--- src/rtl/round_controller_pipelined_pkg.sv ---
// Shared definitions for the masked-cipher round sequencer: FSM encoding, width helper
// and Midori round/stage defaults.
package round_ctrl_pkg;

  typedef enum logic [1:0] {
    ST_IDLE = 2'd0,
    ST_LOAD = 2'd1,
    ST_RUN  = 2'd2,
    ST_DONE = 2'd3
  } ctrl_state_e;

  localparam int MIDORI64_SBOX_STAGES  = 3;
  localparam int MIDORI64_NUM_ROUNDS   = 16;
  localparam int MIDORI128_SBOX_STAGES = 3;
  localparam int MIDORI128_NUM_ROUNDS  = 20;

  // Bits needed to index v distinct values (0 for v <= 1).
  function automatic int clog2(input int v);
    int r;
    r = 0;
    while ((1 << r) < v) r++;
    return r;
  endfunction

endpackage

--- src/rtl/round_controller_pipelined_if.sv ---
// Handshake and sequencing bus between the round controller and its user.
// rnd_valid is only present when RND_STALL_EN is defined.
interface round_controller_pipelined_if #(
  parameter int ROUND_W = 4,
  parameter int STAGE_W = 2
);
  logic               start;
  logic               dec;
`ifdef RND_STALL_EN
  logic               rnd_valid;
`endif
  logic [ROUND_W-1:0] round;
  logic [STAGE_W-1:0] stage;
  logic               round_start_sel;
  logic               en;
  logic               last_round;
  logic               busy;
  logic               done;

  modport master (
    output start,
    output dec,
`ifdef RND_STALL_EN
    output rnd_valid,
`endif
    input  round,
    input  stage,
    input  round_start_sel,
    input  en,
    input  last_round,
    input  busy,
    input  done
  );

  modport slave (
    input  start,
    input  dec,
`ifdef RND_STALL_EN
    input  rnd_valid,
`endif
    output round,
    output stage,
    output round_start_sel,
    output en,
    output last_round,
    output busy,
    output done
  );
endinterface

--- src/rtl/round_controller_pipelined_counter.sv ---
// Loadable up/down counter over 0..MAX with terminal-count flag; wraps at the terminal
// value when enabled there (callers that must not wrap gate en with tc).
module ctrl_updown_counter #(
  parameter int W   = 4,
  parameter int MAX = 15
) (
  input  logic         clk,
  input  logic         reset,
  input  logic         en,
  input  logic         load,
  input  logic [W-1:0] load_val,
  input  logic         up,
  output logic [W-1:0] cnt,
  output logic         tc
);
  localparam logic [W-1:0] MAX_V = W'(MAX);

  assign tc = up ? (cnt == MAX_V) : (cnt == '0);

  always_ff @(posedge clk) begin
    if (reset) begin
      cnt <= '0;
    end else if (load) begin
      cnt <= load_val;
    end else if (en) begin
      if (up) cnt <= tc ? '0 : cnt + 1'b1;
      else    cnt <= tc ? MAX_V : cnt - 1'b1;
    end
  end
endmodule

--- src/rtl/round_controller_pipelined.sv ---
// Round/stage sequencer for a masked block-cipher datapath with a pipelined S-box layer.
// Optional macro RND_STALL_EN: freeze the RUN phase while rnd_valid is low.
module round_controller_pipelined
  import round_ctrl_pkg::*;
#(
  parameter int SBOX_STAGES = MIDORI64_SBOX_STAGES,
  parameter int NUM_ROUNDS  = MIDORI64_NUM_ROUNDS,
  parameter int ROUND_W     = 4,
  parameter int STAGE_W     = 2
) (
  input logic                        clk,
  input logic                        reset,
  round_controller_pipelined_if.slave bus
);

  if (SBOX_STAGES < 1 || NUM_ROUNDS < 2 || STAGE_W < 1 ||
      ROUND_W < clog2(NUM_ROUNDS) || STAGE_W < clog2(SBOX_STAGES)) begin : g_bad_params
    $fatal(1, "round_controller_pipelined: illegal SBOX_STAGES/NUM_ROUNDS/width combination");
  end

  localparam logic [ROUND_W-1:0] ROUND_LAST = ROUND_W'(NUM_ROUNDS - 1);

  ctrl_state_e        state;
  logic               dir;
  logic               rsel_q;
  logic               busy_q;
  logic               done_q;
  logic               rnd_ok;
  logic               start_acc;
  logic               run_step;
  logic               stage_tc;
  logic               round_tc;
  logic [STAGE_W-1:0] stage_cnt;
  logic [ROUND_W-1:0] round_cnt;

`ifdef RND_STALL_EN
  assign rnd_ok = bus.rnd_valid;
`else
  assign rnd_ok = 1'b1;
`endif

  // start is only honoured when no run is in flight
  assign start_acc = bus.start && (state == ST_IDLE || state == ST_DONE);
  assign run_step  = (state == ST_RUN) && rnd_ok;

  ctrl_updown_counter #(.W(STAGE_W), .MAX(SBOX_STAGES - 1)) u_stage_cnt (
    .clk      (clk),
    .reset    (reset),
    .en       (run_step),
    .load     (start_acc),
    .load_val ('0),
    .up       (1'b1),
    .cnt      (stage_cnt),
    .tc       (stage_tc)
  );

  // Round terminal count doubles as last_round: it tracks the latched direction.
  ctrl_updown_counter #(.W(ROUND_W), .MAX(NUM_ROUNDS - 1)) u_round_cnt (
    .clk      (clk),
    .reset    (reset),
    .en       (run_step && stage_tc && !round_tc),
    .load     (start_acc),
    .load_val (bus.dec ? ROUND_LAST : '0),
    .up       (!dir),
    .cnt      (round_cnt),
    .tc       (round_tc)
  );

  always_ff @(posedge clk) begin
    if (reset) begin
      state  <= ST_IDLE;
      dir    <= 1'b0;
      rsel_q <= 1'b0;
      busy_q <= 1'b0;
      done_q <= 1'b0;
    end else begin
      case (state)
        ST_IDLE, ST_DONE: begin
          if (bus.start) begin
            state  <= ST_LOAD;
            dir    <= bus.dec;
            rsel_q <= 1'b1;
            busy_q <= 1'b1;
            done_q <= 1'b0;
          end
        end
        ST_LOAD: begin
          state  <= ST_RUN;
          rsel_q <= 1'b0;
        end
        ST_RUN: begin
          if (run_step && stage_tc && round_tc) begin
            state  <= ST_DONE;
            busy_q <= 1'b0;
            done_q <= 1'b1;
          end
        end
        default: begin
          state  <= ST_IDLE;
          rsel_q <= 1'b0;
          busy_q <= 1'b0;
          done_q <= 1'b0;
        end
      endcase
    end
  end

  assign bus.round           = round_cnt;
  assign bus.stage           = stage_cnt;
  assign bus.round_start_sel = rsel_q;
  assign bus.en              = rsel_q || run_step;
  assign bus.last_round      = round_tc;
  assign bus.busy            = busy_q;
  assign bus.done            = done_q;

endmodule

--- src/flat_wrapper.sv ---
// flat-port wrapper written by rule: the top's interface ports become plain ports
module round_controller_pipelined_flat import round_ctrl_pkg::*;
#(
  parameter int SBOX_STAGES = MIDORI64_SBOX_STAGES,
  parameter int NUM_ROUNDS  = MIDORI64_NUM_ROUNDS,
  parameter int ROUND_W     = 4,
  parameter int STAGE_W     = 2
)
  (clk, reset, bus_start, bus_dec, bus_round, bus_stage, bus_round_start_sel, bus_en, bus_last_round, bus_busy, bus_done);
  round_controller_pipelined_if #(.ROUND_W(ROUND_W), .STAGE_W(STAGE_W)) bus_i ();
  input logic clk;
  input logic reset;
  input wire logic [$bits(bus_i.start)-1:0] bus_start;
  input wire logic [$bits(bus_i.dec)-1:0] bus_dec;
  output wire logic [$bits(bus_i.round)-1:0] bus_round;
  output wire logic [$bits(bus_i.stage)-1:0] bus_stage;
  output wire logic [$bits(bus_i.round_start_sel)-1:0] bus_round_start_sel;
  output wire logic [$bits(bus_i.en)-1:0] bus_en;
  output wire logic [$bits(bus_i.last_round)-1:0] bus_last_round;
  output wire logic [$bits(bus_i.busy)-1:0] bus_busy;
  output wire logic [$bits(bus_i.done)-1:0] bus_done;
  assign bus_i.start = bus_start;
  assign bus_i.dec = bus_dec;
  assign bus_round = bus_i.round;
  assign bus_stage = bus_i.stage;
  assign bus_round_start_sel = bus_i.round_start_sel;
  assign bus_en = bus_i.en;
  assign bus_last_round = bus_i.last_round;
  assign bus_busy = bus_i.busy;
  assign bus_done = bus_i.done;
  round_controller_pipelined #(.SBOX_STAGES(SBOX_STAGES), .NUM_ROUNDS(NUM_ROUNDS), .ROUND_W(ROUND_W), .STAGE_W(STAGE_W)) u_core (.clk(clk), .reset(reset), .bus(bus_i));
endmodule
--- config.mk ---
export PLATFORM = sky130hd
export DESIGN_NAME = round_controller_pipelined_flat
export DESIGN_NICKNAME = d
export VERILOG_FILES = /design/src/rtl/round_controller_pipelined_pkg.sv /design/src/rtl/round_controller_pipelined_if.sv /design/src/rtl/round_controller_pipelined_counter.sv /design/src/rtl/round_controller_pipelined.sv /design/src/flat_wrapper.sv
export SDC_FILE = /design/constraint.sdc
export NUM_CORES = 1
export LEC_CHECK = 0
export ABC_AREA = 1
export BUFFER_PORTS_ARGS = -buffer_cell sky130_fd_sc_hd__buf_2
export CAP_MARGIN = 20
export CORE_MARGIN = 3
export CORE_UTILIZATION = 60
export CTS_BUF_LIST = sky130_fd_sc_hd__clkbuf_4
export CTS_CLUSTER_SIZE = 12
export DETAILED_ROUTE_END_ITERATION = 12
export PLACE_DENSITY = 0.95
export SLEW_MARGIN = 15
export SYNTH_ARGS = -nofsm -noshare
export SYNTH_HDL_FRONTEND = slang
export SYNTH_SLANG_ARGS = --single-unit
--- constraint.sdc ---
create_clock -name clk -period 2.49 [get_ports clk]
set_input_delay 0.1245 -clock clk [delete_from_list [all_inputs] [get_ports clk]]
set_output_delay 0.1245 -clock clk [all_outputs]
set_load 0.1 [all_outputs]
* Yosys cells after proc, flatten, opt, wreduce, memory -nomap -nowiden *
Index checks and enable logic that the tools add are counted.

word-level totals
  register bits = 12
  output and inout bits = 11
  logic and storage cells = 53

operators by class
  add/sub/neg operators = 3
  equal/unequal tests = 7
  multiplexer cells = 18
  reductions and logical operators = 18

operators with widths
  kind                   number
  $mux W4                6
  $eq A2 B2 Y1 const B   3
  $mux W2                3
  $pmux W1 S2            3
  $pmux W2 S3            1
  $reduce_and A2 Y1      3
  $reduce_bool A2 Y1     3
  $mux W1                5
  $add A4 B1 Y4 const B  1
  $eq A4 B4 Y1 const B   1
  $logic_and A1 B1 Y1    4
  $logic_not A4 Y1       1
  $ne A2 B2 Y1 const B   2
  $reduce_or A2 Y1       2
  $sub A4 B1 Y4 const B  1
  $reduce_and A3 Y1      1
  $add A2 B1 Y2 const B  1
  $eq A2 B1 Y1 const B   1
  $logic_not A2 Y1       1
  $logic_or A1 B1 Y1     2
  $logic_not A1 Y1       1

* Longest topological paths before layout *
Gate-level depths: netlist of the first run.

  depth after elaboration = 6
  gate-level depth with buffers = 12
  depth with buffers taken out = 12

* By module *
Synthesis of the first run repeated with hierarchy kept, for this count alone.

unflattened totals
  cells, all modules = 137
  area, all modules = 879.6 um^2

by module, submodules not included
  module                                    times used  cells each  area an instance (um^2)
  ctrl_updown_counter (u_core.u_round_cnt)  1           63          366.6
  round_controller_pipelined                1           45          342.8
  ctrl_updown_counter (u_core.u_stage_cnt)  1           29          170.2

* Least setup slack after synthesis of the first run *
Ideal clock, no wire load.

  path type = reg2reg
  start = register u_core.u_round_cnt.cnt[0]
  end = register u_core.u_round_cnt.cnt[1]
  library setup time = 0.062 ns
  data arrival time = 2.262 ns
  data required time = 2.428 ns
  setup slack = 0.166 ns
  cell stages (with the launch flop) = 11
  path buffers = 0
  path through = dfxtp_1 -> inv_1 -> ha_1 -> nand2_1 -> clkinv_2 -> nand2_4 -> nand2_4 -> nor2_2 -> xor2_1 -> nand2_1 -> nand2_1

between the ends
  cells in the longest elaborated chain, start to end = 6
  elaborated cells on any way between the ends = 13

RTL lines
  what                                              RTL line                                                                            RTL
  from (decl)                                       round_controller_pipelined_counter.sv:13                                            output logic [W-1:0] cnt,
  from (signal assigned)                            round_controller_pipelined_counter.sv:24                                            cnt <= load_val;
  from (signal assigned)                            round_controller_pipelined_counter.sv:26                                            if (up) cnt <= tc ? '0 : cnt + 1'b1;
  from (signal assigned)                            round_controller_pipelined_counter.sv:27                                            else cnt <= tc ? MAX_V : cnt - 1'b1;
  $eq A4 B4 Y1 or $logic_not A4 Y1 (tied branches)  round_controller_pipelined_counter.sv:18                                            assign tc = up ? (cnt == MAX_V) : (cnt == '0);
  $mux W1 (*)                                       round_controller_pipelined_counter.sv:18
  net bus_last_round                                flat_wrapper.sv:19                                                                  output wire logic [$bits(bus_i.last_round)-1:0] bus_last_round;
  $mux W4 (on tied branches)                        round_controller_pipelined_counter.sv:26, round_controller_pipelined_counter.sv:27
  $mux W4                                           round_controller_pipelined_counter.sv:26
  $mux W4                                           round_controller_pipelined_counter.sv:25                                            end else if (en) begin
  $mux W4                                           round_controller_pipelined_counter.sv:23                                            end else if (load) begin

The timed path passes the listed nets; every way through them passes the cells marked *. The select of a mux whose other input is x is not followed.
A chain may end at the register's enable or synchronous reset.

* Worst setup path in the final report of the first run *
  start = register u_core.u_round_cnt.cnt[0]
  end = output port bus_last_round

between the ends
  cells in the longest elaborated chain, start to end = 2
  elaborated cells on any way between the ends = 3

RTL lines
  what                                              RTL line
  $eq A4 B4 Y1 or $logic_not A4 Y1 (tied branches)  round_controller_pipelined_counter.sv:18
  $mux W1 (*)                                       round_controller_pipelined_counter.sv:18
  to (decl)                                         flat_wrapper.sv:19

Mark *: on every way between the ends. The rest lies on a longest branch, timed or not.

==> impl_results.md, run 1 <==
- DIE WIDTH: 42.0 µm
- Clk_lat worst skew: 280 ps
- DR vias: 801
- Area added between synthesis and finish: 14.6%
- Place WS: 912 ps
- Resize count post-CTS: 0
- Post-synthesis xor/xnor area fraction: 2.25%
- Post-route cell area: 892 µm²
- DRC Markers: 0
- Clk pin slew, worst setup/hold paths: 80 ps
- Gp weighted congestion: 0.896
- Synth Cell Area: 778 µm²
- Top-Level Pins: 15
- Top post-synthesis cells by area: dfxtp_1 31%, nand2_1 11%, inv_1 8.2%
- DR iter-0 viols: 38
- GRT Overall Usage: 23.1%
- Fmax: 525 MHz
- DR WL/cell: 12.6 µm
- Antenna violations before repair: 0
- Synth Area in Simple Gates: 34.7%
- Initial Utilization: 67.3%
- Yosys Warn Count: 0
- Total congestion overflow: 0
- CTS Hold Buffers Added: 0
- Path type of the worst min-delay path: in -> reg
- Worst Max-Slew Pin Slew: 485 ps
- Slew Viols, Final: 0
- Clock sink count: 12
- Commonest non-fill, non-tap cells in the layout: 22 x nand2_1, 17 x inv_1, 14 x buf_2, 12 x dfxtp_1, 10 x nor2_1
- Synth Register Bits: 12
- Setup bufs post-CTS: 0
- Compound-cell area share of the yosys netlist: 13.3%
- Max-Cap Viols: 0
- Endpoint type of the worst setup path: output port
- Die Y: 42.0 µm
- Diodes inserted: 0
- Placeable Area: 1160 µm²
- DIE AREA: 1770 µm²
- Vias per Instance: 5.56
- Post-Syn Instances: 112
- Outcome: finished, final reports clean
- Placed cell area: 866 µm²
- Layout Nets: 140
- Dpl hpwl: 1390 µm
- Largest net degree at the start of global routing: 8
- Count of port buffers added during placement: 14
- H-tree depth: 1
- Worst-path fanout max: 6
- Syn_nets: 121
- Layout cell share with drive strength beyond 1: 24.6%
- CTS tree: yes
- Filler cell count: 82
- Register area share after synthesis: 30.9%
- Cell accounting for the most synthesized area: dfxtp_1
- Post-Route WL: 1810 µm
- Share of the synthesized area in the top cell type: 30.9%
- Synth Area in Adders: 8.04%
- Inserted Clock Buffers: 3
- Commonest non-fill, non-tap cell in the layout: nand2_1
- Multiplexer share of the synthesized area: 0%
- CP startpoint kind: flop
- Largest family of logic cells by synthesized area: simple AND/OR/NAND/NOR gates
- Clock root cell: clkbuf_4
- Number of global-route vias before repair: 708
- Worst endpoint required time: 2370 ps
- Period utilisation layout: 76.5%
- CTS max path bufs: 2
- Num rows: 12
- Minimum clock period: 1910 ps
- Final setup violating endpoints: 0
- Slew HR: 67.9%
- Final hold vios: 0
- Setup TNS: 0 ps
- WP data arrival: 1780 ps
- First-pass GRT wire length: 3130 µm
- DR pass1 iterations: 4
- RSZ-0062 raised after global routing: false
- Crit Path Category: reg -> out
- Synth Area per Inst: 6.95 µm²
- Final worst slack: 584 ps
- Skew final: 3.43 ps
- Antenna viol nets, final: 0
- Distinct cells, synth: 23
-- state kept, by name, summed over array words and instances (netlist names) --
register                    cells
u_core.u_round_cnt.cnt          4
u_core.state                    2
u_core.u_stage_cnt.cnt          2
u_core.bus.busy                 1
u_core.bus.done                 1
u_core.bus.round_start_sel      1
u_core.dir                      1
-- cell families after synthesis --
kind of cell             after synthesis
XOR/XNOR                               2
adder cells (fa/ha/maj)                5
AO/OA/AOI/OAI                         19
buffers and inverters                 22
flip-flops                            12
AND/OR/NAND/NOR                       52
-- through the flow --
stage,cells,utilization (%),hold WS (ps)
detailed placement,140,74.9,377
global route,144,77.2,89.9
floorplan,112,-,194
CTS,144,77.2,84.3
finish,144,77.2,84.7
global placement,140,74.9,377
-- layout make-up --
class	count	area, µm²	share of cell area, %
flip-flops and latches	12	240	26.9
clock buffers	3	22.5	2.52
inverters	22	83.8	9.40
clock inverters	1	3.75	0.421
well taps	14	17.5	1.96
multi-input cells	78	454	50.9
repair buffers	14	70.1	7.85
-- layer usage --
| metal | GRT usage (%) | up-vias | part of all wire [%] |
|---|---|---|---|
| li1 | - | 392 | - |
| met1 | 30.3 | 358 | 43 |
| met2 | 35.5 | 46 | 46 |
| met3 | 6.44 | 5 | 9.3 |
| met4 | 9.32 | 0 | 2.5 |
| met5 | 0 | - | 0 |
-- synth_stat cells --
master and instances:
nand2_1 22, dfxtp_1 12, or2_1 1, a31oi_1 1, o22ai_1 1, inv_2 4, nand3_2 2, a221oi_1 1
nand2_2 1, o21ai_0 3, nand3_1 5, o21ai_1 4, inv_1 17, o211ai_1 1, nor3_1 1, nand4_1 3
nor2_1 10, ha_1 5, nor2_2 2, nand2_4 5, clkinv_2 1, xor2_1 2, a21oi_1 8
-- final timing paths --
kind                              from  cells after the start                        end  slack, ps
max reg2reg            u_core.state[0]                      8  u_core.u_round_cnt.cnt[2]        880
max          u_core.u_round_cnt.cnt[0]                      6             bus_last_round        580
min reg2reg            u_core.bus.done                      2            u_core.bus.done        460
min                              reset                      2            u_core.bus.busy         80
-- critical path, stage by stage (launching register included) --
cell     delay (ps)
dfxtp_1         430
ha_1            220
inv_1            40
nor2_1          190
nand2_4         110
nand2_4          80
buf_2           420
Power of run 1 is left out: the tool's default activity adds up to more than one toggle a clock period on the data nets, which glitch-free logic cannot reach.
==> run 2: changes to the inputs <==
--- a/config.mk
+++ b/config.mk
@@ -5,15 +5,15 @@
 export SDC_FILE = /design/constraint.sdc
 export NUM_CORES = 1
 export LEC_CHECK = 0
-export ABC_AREA = 1
+export ABC_AREA = 0
 export BUFFER_PORTS_ARGS = -buffer_cell sky130_fd_sc_hd__buf_2
 export CAP_MARGIN = 20
 export CORE_MARGIN = 3
-export CORE_UTILIZATION = 60
+export CORE_UTILIZATION = 50
 export CTS_BUF_LIST = sky130_fd_sc_hd__clkbuf_4
 export CTS_CLUSTER_SIZE = 12
 export DETAILED_ROUTE_END_ITERATION = 12
-export PLACE_DENSITY = 0.95
+export PLACE_DENSITY = 0.87
 export SLEW_MARGIN = 15
 export SYNTH_ARGS = -nofsm -noshare
 export SYNTH_HDL_FRONTEND = slang
==> constraint.sdc (replaced) <==
create_clock -name clk -period 1.75 [get_ports clk]
set_input_delay 0.0875 -clock clk [delete_from_list [all_inputs] [get_ports clk]]
set_output_delay 0.0875 -clock clk [all_outputs]
set_load 0.1 [all_outputs]
==> impl_results.md, run 2 <==
- Cell accounting for the most synthesized area: dfxtp_1
- Crit Path Category: reg -> reg
- Distinct cells, synth: 34
- Fmax: 502 MHz
- CTS tree: yes
- Antenna violations before repair: 0
- Period utilisation layout: 114%
- Post-synth ARST share: 0%
- Outcome: finished with violations
- Crit-path max cell delay: 520 ps
- Most frequent cells after synthesis: 12 x dfxtp_1, 10 x a21oi_1, 8 x inv_1, 7 x nand2_1, 5 x ha_1
- Clock sink count: 12
- Placeable Area: 1370 µm²
- Initial Utilization: 56.0%
- Slew HR: 67.2%
- WP data arrival: 2120 ps
- Yosys Warn Count: 0
- Share of the synthesized area in the top cell type: 31.4%
- Skew final: 2.01 ps
- Worst-path cell chain: inv_4 -> ha_4 -> and4bb_1 -> or4b_4 -> mux2_4 -> a31oi_4 -> a311oi_2
- Synth Area in Adders: 8.17%
- Layout cell share with drive strength beyond 1: 48.4%
- Commonest non-fill, non-tap cell in the layout: buf_4
- Num rows: 13
- Top-count cell post-synth: dfxtp_1
- Place WS: -201 ps
- Register area share after synthesis: 31.4%
- Total congestion overflow: 0
- Synth Register Bits: 12
- Area added between synthesis and finish: 43.1%
- Clock root cell: clkbuf_4
- CP startpoint kind: flop
- Layout Nets: 132
- DR WL/cell: 15.6 µm
- Placed cell area: 945 µm²
- Synth Area in Simple Gates: 17.8%
- Final hold vios: 0
- Reg2reg setup slack: -240 ps
- Compound-cell area share of the yosys netlist: 27.3%
- Commonest non-fill, non-tap cells in the layout: 19 x buf_4, 12 x buf_2, 8 x a21oi_1, 7 x nand2_1, 7 x dfxtp_1
- GRT Overall Usage: 22.8%
- Worst Max-Slew Pin Slew: 496 ps
- Post-synthesis xor/xnor area fraction: 3.43%
- Number of global-route vias before repair: 749
- Post-Route WL: 2130 µm
- Filler cell count: 86
- RSZ-0062 raised after global routing: true
- H-tree depth: 1
- Vias per Instance: 5.67
- Largest net degree at the start of global routing: 13
- EDFF count, synth: 0
- First-pass GRT wire length: 3390 µm
- Gp weighted congestion: 0.880
- Largest family of logic cells by synthesized area: compound AO/OA/AOI/OAI gates
- Synth Area per Inst: 8.41 µm²
- Minimum clock period: 1990 ps
- Path type of the worst min-delay path: in -> reg
- DRC Markers: 0
- Multiplexer share of the synthesized area: 1.96%
- Clk pin slew, worst setup/hold paths: 70 ps
- Worst-path fanout max: 4
- Final setup violating endpoints: 5
- Predominant post-synthesis flop cell: dfxtp_1
- Final worst slack: -241 ps
- Dpl hpwl: 1490 µm
- CTS max path bufs: 2
- Post-Syn Instances: 91
- Diodes inserted: 0
- DR iter-0 viols: 24
- Slew Viols, Final: 0
- Max reg flops: 4
- Most flop-heavy register: u_core.u_round_cnt.cnt
- CP delay by family, top: simple AND/OR/NAND/NOR gates
- Post-route cell area: 1100 µm²
- Synth Cell Area: 766 µm²
- Top post-synthesis cells by area: dfxtp_1 31%, ha_1 8.2%, a21oi_1 6.5%
- Failing checks: setup timing
- Worst endpoint required time: 1880 ps
- Antenna viol nets, final: 0
- CP Buf/Inv Count: 1
- DIE AREA: 2040 µm²
- Count of port buffers added during placement: 14
- Top-Level Pins: 15
- Max-Cap Viols: 0
- Die Y: 45.1 µm
- Inserted Clock Buffers: 3
- Slowest cell on the critical path: or4b_4
- Clk_lat worst skew: 270 ps
- Syn_nets: 100
- DR pass1 iterations: 4
- DR vias: 777
- Endpoint type of the worst setup path: flop
- Leading registers by flop count: u_core.u_round_cnt.cnt: 4 flops, u_core.state: 2 flops, u_core.u_stage_cnt.cnt: 2 flops
- DIE WIDTH: 45.1 µm
[run 2: cell types whose count changed in the layout (fill, tap and decap cells not counted), sizes merged, moves of 3 or more]
cell    change
a211oi      +5
nand2      -21
a21oi       +3
buf        +19
a31oi       +3
nand3       -5
nor2        -8
nand4       -3
inv        -13
[run 2: cells by family after synthesis]
logic type / after synthesis
compound gates: 31
simple gates: 24
buf+inv: 15
flops: 12
fa+ha+maj: 5
xor+xnor: 3
mux: 1
[run 2: cell type report]
cell class | count | area, µm² | share of cell area (%)
Clock buffer | 4 | 30.0 | 2.74
Sequential cell | 12 | 254 | 23.2
Tap cell | 15 | 18.8 | 1.71
Timing Repair Buffer | 34 | 241 | 22.0
Inverter | 8 | 35.0 | 3.20
Multi-Input combinational cell | 64 | 517 | 47.1
[run 2: metal layers]
metal	track usage [%]	part of all wire, %	vias up	wire, µm
met5	0	0	-	0
met4	15.2	3.3	0	71
met3	2.79	4.7	8	100
met2	39.3	52	27	1100
met1	26.0	40	356	858
li1	-	-	386	-
[run 2: repair_timing]
item	in CTS	in global routing
pin swaps	5	2
setup endpoints to repair	5	10
setup buffers	3	2
hold buffers	0	0
hold endpoints to repair	0	0
gates resized for setup	11	7
[run 2: final timing paths]
check,from,depth (start not counted),endpoint
worst max register to register,u_core.u_round_cnt.cnt[0],7,u_core.u_round_cnt.cnt[0]
worst max-delay path,u_core.u_round_cnt.cnt[0],7,u_core.u_round_cnt.cnt[0]
worst min register to register,u_core.bus.done,2,u_core.bus.done
worst min-delay path,bus_start,2,u_core.u_stage_cnt.cnt[1]
[run 2: worst reg2reg max path: stages, from the launching register on]
cell,delay [ps]
dfxtp_4,400
inv_4,50
ha_4,150
and4bb_1,210
or4b_4,520
mux2_4,310
a31oi_4,150
a311oi_2,70
[run 2: per-stage QoR]
stage | instances | utilization (%) | hold WS (ps) | TNS [ps]
6_report | 137 | 80.2 | 100 | -705
5_1_grt | 137 | 80.2 | 117 | -979
4_1_cts | 136 | 77.8 | 98.3 | -607
3_5_place_dp | 129 | 69.1 | 383 | -485
3_3_place_gp | 129 | 69.1 | 375 | -279
2_1_floorplan | 91 | - | 159 | -1330
Power of run 2 is left out for the same reason.
